### src/rtl/fetch_unit_if.sv
// fetch_unit_if: bundles the instruction-memory request/response bus and the
// fetch-to-decode output slot (with its decode-side stall) into one interface.
// master = fetch stage, slave = memory plus decode.
interface fetch_unit_if #(
    parameter int EX_W = 4
);
    logic            imem_req;
    logic [31:0]     imem_addr;
    logic            imem_ack;
    logic [31:0]     imem_rdata;
    logic            imem_err;

    logic            stall;
    logic [31:0]     PC_out;
    logic [31:0]     instr_out;
    logic [EX_W-1:0] exception_out;
    logic            exception_out_valid;
    logic            pipeline_out_valid;

    modport master (
        output imem_req, imem_addr,
        output PC_out, instr_out, exception_out, exception_out_valid, pipeline_out_valid,
        input  imem_ack, imem_rdata, imem_err,
        input  stall
    );

    modport slave (
        input  imem_req, imem_addr,
        input  PC_out, instr_out, exception_out, exception_out_valid, pipeline_out_valid,
        output imem_ack, imem_rdata, imem_err,
        output stall
    );
endinterface

### src/rtl/fetch_unit.sv
// fetch_unit: instruction fetch stage. Owns the PC, keeps at most one request
// outstanding to instruction memory, and presents one entry at a time to decode.
// A one-entry holding buffer absorbs a response that lands while decode stalls.
//
// Optional feature macro: FETCH_MISALIGN_CHK_EN
//   defined   : a flush to a non-word-aligned target produces one misaligned
//               exception entry and the unit then idles until the next flush.
//   undefined : redirect targets are forced to word alignment.
//
// state   | meaning
// --------+------------------------------------------------------------
// S_REQ   | request outstanding at imem_addr (== pc)
// S_HOLD  | holding buffer full, decode stalled, no request
// S_DRAIN | request abandoned by flush, waiting for its ack to discard it
// S_IDLE  | stopped after a misaligned redirect (macro builds only)
module fetch_unit #(
    parameter logic [31:0] RESET_PC        = 32'h0000_0000,
    parameter int          EX_W            = 4,
    parameter int          EX_MISALIGNED   = 0,
    parameter int          EX_ACCESS_FAULT = 1
) (
    input  logic          clk,
    input  logic          reset,
    input  logic          flush,
    input  logic [31:0]   redirect_pc,
    fetch_unit_if.master  bus
);

    localparam logic [31:0] NOP = 32'h0000_0013;
    localparam logic [EX_W-1:0] CODE_FAULT = EX_W'(EX_ACCESS_FAULT);

    // Exception codes must fit the code field and be distinguishable.
    if (EX_W < 1 || EX_MISALIGNED < 0 || EX_ACCESS_FAULT < 0 ||
        EX_MISALIGNED >= (1 << EX_W) || EX_ACCESS_FAULT >= (1 << EX_W) ||
        EX_MISALIGNED == EX_ACCESS_FAULT) begin : g_bad_codes
        $error("fetch_unit: exception codes invalid for EX_W");
    end

`ifdef FETCH_MISALIGN_CHK_EN
    localparam logic [EX_W-1:0] CODE_MIS = EX_W'(EX_MISALIGNED);
    typedef enum logic [1:0] {S_REQ = 2'd0, S_HOLD = 2'd1, S_DRAIN = 2'd2, S_IDLE = 2'd3} state_t;
`else
    typedef enum logic [1:0] {S_REQ = 2'd0, S_HOLD = 2'd1, S_DRAIN = 2'd2} state_t;
`endif

    state_t          state;
    logic [31:0]     pc;
    logic [31:0]     addr;

    logic            out_valid;
    logic [31:0]     out_pc;
    logic [31:0]     out_instr;
    logic [EX_W-1:0] out_exc;
    logic            out_exv;

    // Buffer contents are meaningful only while in S_HOLD.
    logic [31:0]     hold_pc;
    logic [31:0]     hold_instr;
    logic [EX_W-1:0] hold_exc;
    logic            hold_exv;

    logic            slot_free;
    logic            req_active;
    logic [31:0]     rsp_instr;
    logic [EX_W-1:0] rsp_exc;
    logic [31:0]     flush_pc;
    logic            flush_mis;

    // Response shaping, slot availability and redirect target.
    always_comb begin
        slot_free  = !out_valid || !bus.stall;
        req_active = (state == S_REQ) || (state == S_DRAIN);
        rsp_instr  = bus.imem_err ? NOP : bus.imem_rdata;
        rsp_exc    = bus.imem_err ? CODE_FAULT : '0;
`ifdef FETCH_MISALIGN_CHK_EN
        flush_pc   = redirect_pc;
        flush_mis  = |redirect_pc[1:0];
`else
        flush_pc   = redirect_pc & 32'hFFFF_FFFC;
        flush_mis  = 1'b0;
`endif
    end

    // Request is combinational on state so the first request appears as soon
    // as reset drops; address is registered and stable for the whole request.
    assign bus.imem_req            = !reset && req_active;
    assign bus.imem_addr           = addr;
    assign bus.PC_out              = out_pc;
    assign bus.instr_out           = out_instr;
    assign bus.exception_out       = out_exc;
    assign bus.exception_out_valid = out_exv;
    assign bus.pipeline_out_valid  = out_valid;

    // Fetch FSM with the output slot and holding buffer.
    always_ff @(posedge clk) begin
        if (reset) begin
            state      <= S_REQ;
            pc         <= RESET_PC;
            addr       <= RESET_PC;
            out_valid  <= 1'b0;
            out_pc     <= 32'h0;
            out_instr  <= NOP;
            out_exc    <= '0;
            out_exv    <= 1'b0;
            hold_pc    <= 32'h0;
            hold_instr <= NOP;
            hold_exc   <= '0;
            hold_exv   <= 1'b0;
        end else if (flush) begin
            out_valid <= 1'b0;
            pc        <= flush_pc;
            if (req_active && !bus.imem_ack) begin
                // Address stays on the old request until memory answers it.
                state <= S_DRAIN;
`ifdef FETCH_MISALIGN_CHK_EN
            end else if (flush_mis) begin
                out_valid <= 1'b1;
                out_pc    <= flush_pc;
                out_instr <= NOP;
                out_exc   <= CODE_MIS;
                out_exv   <= 1'b1;
                state     <= S_IDLE;
`endif
            end else begin
                addr  <= flush_pc;
                state <= S_REQ;
            end
        end else begin
            case (state)
                S_REQ: begin
                    if (bus.imem_ack) begin
                        pc   <= pc + 32'd4;
                        addr <= pc + 32'd4;
                        if (slot_free) begin
                            out_valid <= 1'b1;
                            out_pc    <= pc;
                            out_instr <= rsp_instr;
                            out_exc   <= rsp_exc;
                            out_exv   <= bus.imem_err;
                        end else begin
                            hold_pc    <= pc;
                            hold_instr <= rsp_instr;
                            hold_exc   <= rsp_exc;
                            hold_exv   <= bus.imem_err;
                            state      <= S_HOLD;
                        end
                    end else if (slot_free) begin
                        out_valid <= 1'b0;
                    end
                end
                S_HOLD: begin
                    if (!bus.stall) begin
                        out_valid <= 1'b1;
                        out_pc    <= hold_pc;
                        out_instr <= hold_instr;
                        out_exc   <= hold_exc;
                        out_exv   <= hold_exv;
                        state     <= S_REQ;
                    end
                end
                S_DRAIN: begin
                    if (slot_free) begin
                        out_valid <= 1'b0;
                    end
                    if (bus.imem_ack) begin
`ifdef FETCH_MISALIGN_CHK_EN
                        if (|pc[1:0]) begin
                            out_valid <= 1'b1;
                            out_pc    <= pc;
                            out_instr <= NOP;
                            out_exc   <= CODE_MIS;
                            out_exv   <= 1'b1;
                            state     <= S_IDLE;
                        end else begin
                            addr  <= pc;
                            state <= S_REQ;
                        end
`else
                        addr  <= pc;
                        state <= S_REQ;
`endif
                    end
                end
`ifdef FETCH_MISALIGN_CHK_EN
                S_IDLE: begin
                    if (slot_free) begin
                        out_valid <= 1'b0;
                    end
                end
`endif
                default: state <= S_REQ;
            endcase
        end
    end

    // flush_mis only steers the macro build; keep it observed in both builds.
    logic unused_ok;
    assign unused_ok = flush_mis;

endmodule

### src/flat_wrapper.sv
// flat-port wrapper written by rule: the top's interface ports become plain ports
module fetch_unit_flat 
#(
    parameter logic [31:0] RESET_PC        = 32'h0000_0000,
    parameter int          EX_W            = 4,
    parameter int          EX_MISALIGNED   = 0,
    parameter int          EX_ACCESS_FAULT = 1
)
  (clk, reset, flush, redirect_pc, bus_imem_req, bus_imem_addr, bus_PC_out, bus_instr_out, bus_exception_out, bus_exception_out_valid, bus_pipeline_out_valid, bus_imem_ack, bus_imem_rdata, bus_imem_err, bus_stall);
  fetch_unit_if #(.EX_W(EX_W)) bus_i ();
  input  logic clk;
  input  logic reset;
  input  logic flush;
  input  logic [31:0] redirect_pc;
  output wire logic [$bits(bus_i.imem_req)-1:0] bus_imem_req;
  output wire logic [$bits(bus_i.imem_addr)-1:0] bus_imem_addr;
  output wire logic [$bits(bus_i.PC_out)-1:0] bus_PC_out;
  output wire logic [$bits(bus_i.instr_out)-1:0] bus_instr_out;
  output wire logic [$bits(bus_i.exception_out)-1:0] bus_exception_out;
  output wire logic [$bits(bus_i.exception_out_valid)-1:0] bus_exception_out_valid;
  output wire logic [$bits(bus_i.pipeline_out_valid)-1:0] bus_pipeline_out_valid;
  input wire logic [$bits(bus_i.imem_ack)-1:0] bus_imem_ack;
  input wire logic [$bits(bus_i.imem_rdata)-1:0] bus_imem_rdata;
  input wire logic [$bits(bus_i.imem_err)-1:0] bus_imem_err;
  input wire logic [$bits(bus_i.stall)-1:0] bus_stall;
  assign bus_imem_req = bus_i.imem_req;
  assign bus_imem_addr = bus_i.imem_addr;
  assign bus_PC_out = bus_i.PC_out;
  assign bus_instr_out = bus_i.instr_out;
  assign bus_exception_out = bus_i.exception_out;
  assign bus_exception_out_valid = bus_i.exception_out_valid;
  assign bus_pipeline_out_valid = bus_i.pipeline_out_valid;
  assign bus_i.imem_ack = bus_imem_ack;
  assign bus_i.imem_rdata = bus_imem_rdata;
  assign bus_i.imem_err = bus_imem_err;
  assign bus_i.stall = bus_stall;
  fetch_unit #(.RESET_PC(RESET_PC), .EX_W(EX_W), .EX_MISALIGNED(EX_MISALIGNED), .EX_ACCESS_FAULT(EX_ACCESS_FAULT)) u_core (.clk(clk), .reset(reset), .flush(flush), .redirect_pc(redirect_pc), .bus(bus_i));
endmodule
### config.mk
export PLATFORM = sky130hd
export DESIGN_NAME = fetch_unit_flat
export DESIGN_NICKNAME = d
export VERILOG_FILES = /design/src/rtl/fetch_unit_if.sv /design/src/rtl/fetch_unit.sv /design/src/flat_wrapper.sv
export SDC_FILE = /design/constraint.sdc
export NUM_CORES = 1
export LEC_CHECK = 0
export CAP_MARGIN = 20
export CORE_UTILIZATION = 31
export DETAILED_ROUTE_END_ITERATION = 16
export GPL_TIMING_DRIVEN = 0
export HOLD_SLACK_MARGIN = 0.12
export REMOVE_ABC_BUFFERS = 1
export SYNTH_ARGS = -nofsm -noshare
export SYNTH_HDL_FRONTEND = slang
export SYNTH_SLANG_ARGS = --single-unit
export TNS_END_PERCENT = 20
### constraint.sdc
create_clock -name clk -period 3.95 [get_ports clk]
set_input_delay 0.79 -clock clk [delete_from_list [all_inputs] [get_ports clk]]
set_output_delay 0.79 -clock clk [all_outputs]
set_load 0.1 [all_outputs]
==> metrics.txt <==
register bit total from synthesis=189; Pwr Total=5.29 mW; cell taking the most area after synthesis=dfxtp_1; Final min period=3.68 ns; average cell area after synthesis=8.16 µm²; Core Box Area=28900 µm²; CP Capture Type=primary output; Synth Instances=1122; hpwl dp=16.8 mm; Setup Skew=0.0113 ns; Cell Int Power=3.40 mW; I/O pin count=173; die height=174 µm; min-delay worst type=reg -> reg; Detailed Route WL=roughly 26 mm; port bufs=163; n_diodes=0; CTS tree=yes; yosys warns=0; Reg clk slew, reported paths=0.07 ns; Buf+Inv Stages, Crit Path=2; 1st-pass router iterations=5; vias in the first global route=around 7500; Slew HR=roughly 27%; synth top area cells=dfxtp_1 (41%), a21oi_1 (7.2%), a211oi_1 (6.3%); power density over the cells=around 450 nW/µm²; Residual DRC=0; CP top delay family=buffers and inverters; Final Hold Fails=0; fin. max-slew vios=0; die area=30200 µm²; vias post-DR=between 7000 and 8000; first-pass GRT wire length=41.5 mm; sequential cell area=3780 µm²; Max Clock Freq=271 MHz; clock group share of total power=34.8%; fin crit share=~93%; area share of the largest cell type after synthesis=41.3%; count leader, synth=dfxtp_1; Final Wtd Congestion=0.753; WS Path Type=reg -> out; Clock Latency Late Sink=0.43 ns; RSZ-0062 raised after global routing=no; Final Util=approximately 40%; Starting Density=31.7%; # fillers=2924; maximum clock insertion buffer count=2; Seq/Total Area, Yosys=about two fifths; Worst Path Required=3.16 ns; peak supply drop=0.294 mV; Std-Cell Rows=62; combinational power share=25.4%; vias per cell=4.98; outcome=completed; clk root buf=clkbuf_16; Sink Count=~190; max_cap viols=0; largest net degree at the start of global routing=118; crit-path most repeated cell=nor2_1; Post-Syn Area=9150 µm²; final setup fails=0; CP cell instances=inv_1 -> ha_1 -> nor2_1 -> nor2_1 -> dlygate4sd2_1; Critical Path AT=2.89 ns; sequential power share=39.8%; async set-reset flop share out of synthesis=0%; NetSw=roughly 1.9 mW; P_leak=roughly 3.9 nW; Synth top cells by count=dfxtp_1 (189), a21oi_1 (131), nand2_1 (123); routed length per placed instance=16.1 µm; P&R area growth vs syn=27.6%; Sw Ratio=between 30% and 40%; Worst setup SP type=flop; crit-path max FO=17; H-tree Lvls=4; nets=1277; die width=174 µm; GR Overflow Total=0; Netlist cell types=58; Critical Path Slowest Stage Cell=dlygate4sd2_1; number of antenna violations at the first check in global routing=0; Post-Layout Cell Count=1599; GRT Util Overall=17.2%; drt initial violations=roughly 510; most common flop cell mapped by yosys=dfxtp_1; Routed Antenna Nets=0; cts bufs inserted=17; footprint of the multi-input gates=4840 µm²; Inst Count DP=1567; delay of the slowest cell on the worst path=slightly below 0.9 ns; Tightest Pin Transition=1.09 ns; fraction of layout cells with a size suffix above 1=approximately 5.3%; number of enable flip-flop cells after synthesis=0
cells by family after synthesis:
| family | synth area share [%] |
|---|---|
| compound gates | 19.5 |
| mux | 3.61 |
| flops | 41.3 |
| other cells | 0.0410 |
| xor+xnor | 4.59 |
| buf+inv | 6.52 |
| fa+ha+maj | 0.683 |
| simple gates | 23.8 |
worst paths after layout:
| check | start | to | slack [ns] | depth (start not counted) |
|---|---|---|---|---|
| worst min-delay path | u_core.hold_instr[26] | u_core.hold_instr[26] | 0.45 | 2 |
| worst max register to register | u_core.state[1] | u_core.bus.instr_out[24] | 0.72 | 9 |
| worst min register to register | u_core.hold_instr[26] | u_core.hold_instr[26] | 0.45 | 2 |
| worst max-delay path | u_core.state[0] | bus_imem_req | 0.27 | 5 |
per-layer routing:
layer | vias to the layer above | share of wire [%] | global-route usage (%)
met2 | 183 | 45 | 26.9
li1 | 4063 | - | -
met4 | 0 | 0.86 | 4.31
met1 | 3698 | 49 | 23.9
met3 | 20 | 5.0 | 3.73
met5 | - | 0 | 0
tightest hold or removal path: stages (launching register included):
cell	delay, ns
dfxtp_1	0.31
nand2_1	0.05
a21oi_1	0.05
sequential cells by signal, summed over array words and instances (netlist names):
signal and flops:
u_core.hold_instr 32, u_core.hold_exv 1, u_core.pc 30, u_core.bus.exception_out 1
u_core.bus.pipeline_out_valid 1, u_core.bus.imem_addr 30, u_core.state 2, u_core.bus.instr_out 32
u_core.hold_pc 30, u_core.bus.PC_out 30
per-stage QoR:
stage / cell area (µm²) / hold slack [ns] / setup slack (ns) / TNS [ns]
after CTS: 11700 / 0.455 / 0.249 / 0
final: 11700 / 0.453 / 0.266 / 0
after global placement: 10700 / 0.441 / -5.70 / -806.52
after floorplan: 8630 / 0.430 / -2.10 / -124.17
after global routing: 11700 / 0.473 / 0.128 / 0
after detailed placement: 11100 / 0.445 / 0.00745 / 0
layout by cell type, fill, tap and decap left out, types with 19 or more instances in the layout:
| master | Yosys | layout |
|---|---|---|
| clkdlybuf4s50_1 | 0 | 159 |
| nor2b_1 | 20 | 20 |
| nor2_1 | 120 | 119 |
| nand3b_1 | 31 | 31 |
| a211oi_1 | 77 | 77 |
| mux2i_1 | 33 | 33 |
| a21oi_1 | 131 | 130 |
| xor2_1 | 22 | 22 |
| xnor2_1 | 26 | 26 |
| nor3_1 | 19 | 19 |
| nand2_1 | 123 | 123 |
| dfxtp_1 | 189 | 189 |
| nor3b_1 | 29 | 29 |
| o21a_1 | 22 | 22 |
| nand3_1 | 30 | 30 |
cell type report:
cell class | count | area share (%)
multi-input cells | 804 | 41.4
clock buffers | 18 | 3.68
well taps | 384 | 4.11
flip-flops and latches | 189 | 32.4
repair buffers | 176 | 16.3
inverters | 14 | 0.450
clock inverters | 14 | 1.59
power by group through the flow:
stage / clock network (mW) / logic [mW] / registers, mW
detailed placement: 0 / 1.35 / 2.15
CTS: 1.91 / 1.35 / 2.11
global route: 1.98 / 1.42 / 2.13
finish: 1.84 / 1.34 / 2.11
floorplan: 0 / 0.337 / 2.74
global placement: 0 / 1.35 / 2.15
what timing repair did:
item,4_1_cts,5_1_grt
hold buffers,0,0
setup endpoints to repair,1,0
buffers inserted,0,0
gates resized for setup,1,0
hold endpoints to repair,0,0
Note: power is estimated with default switching activity, not from simulation.
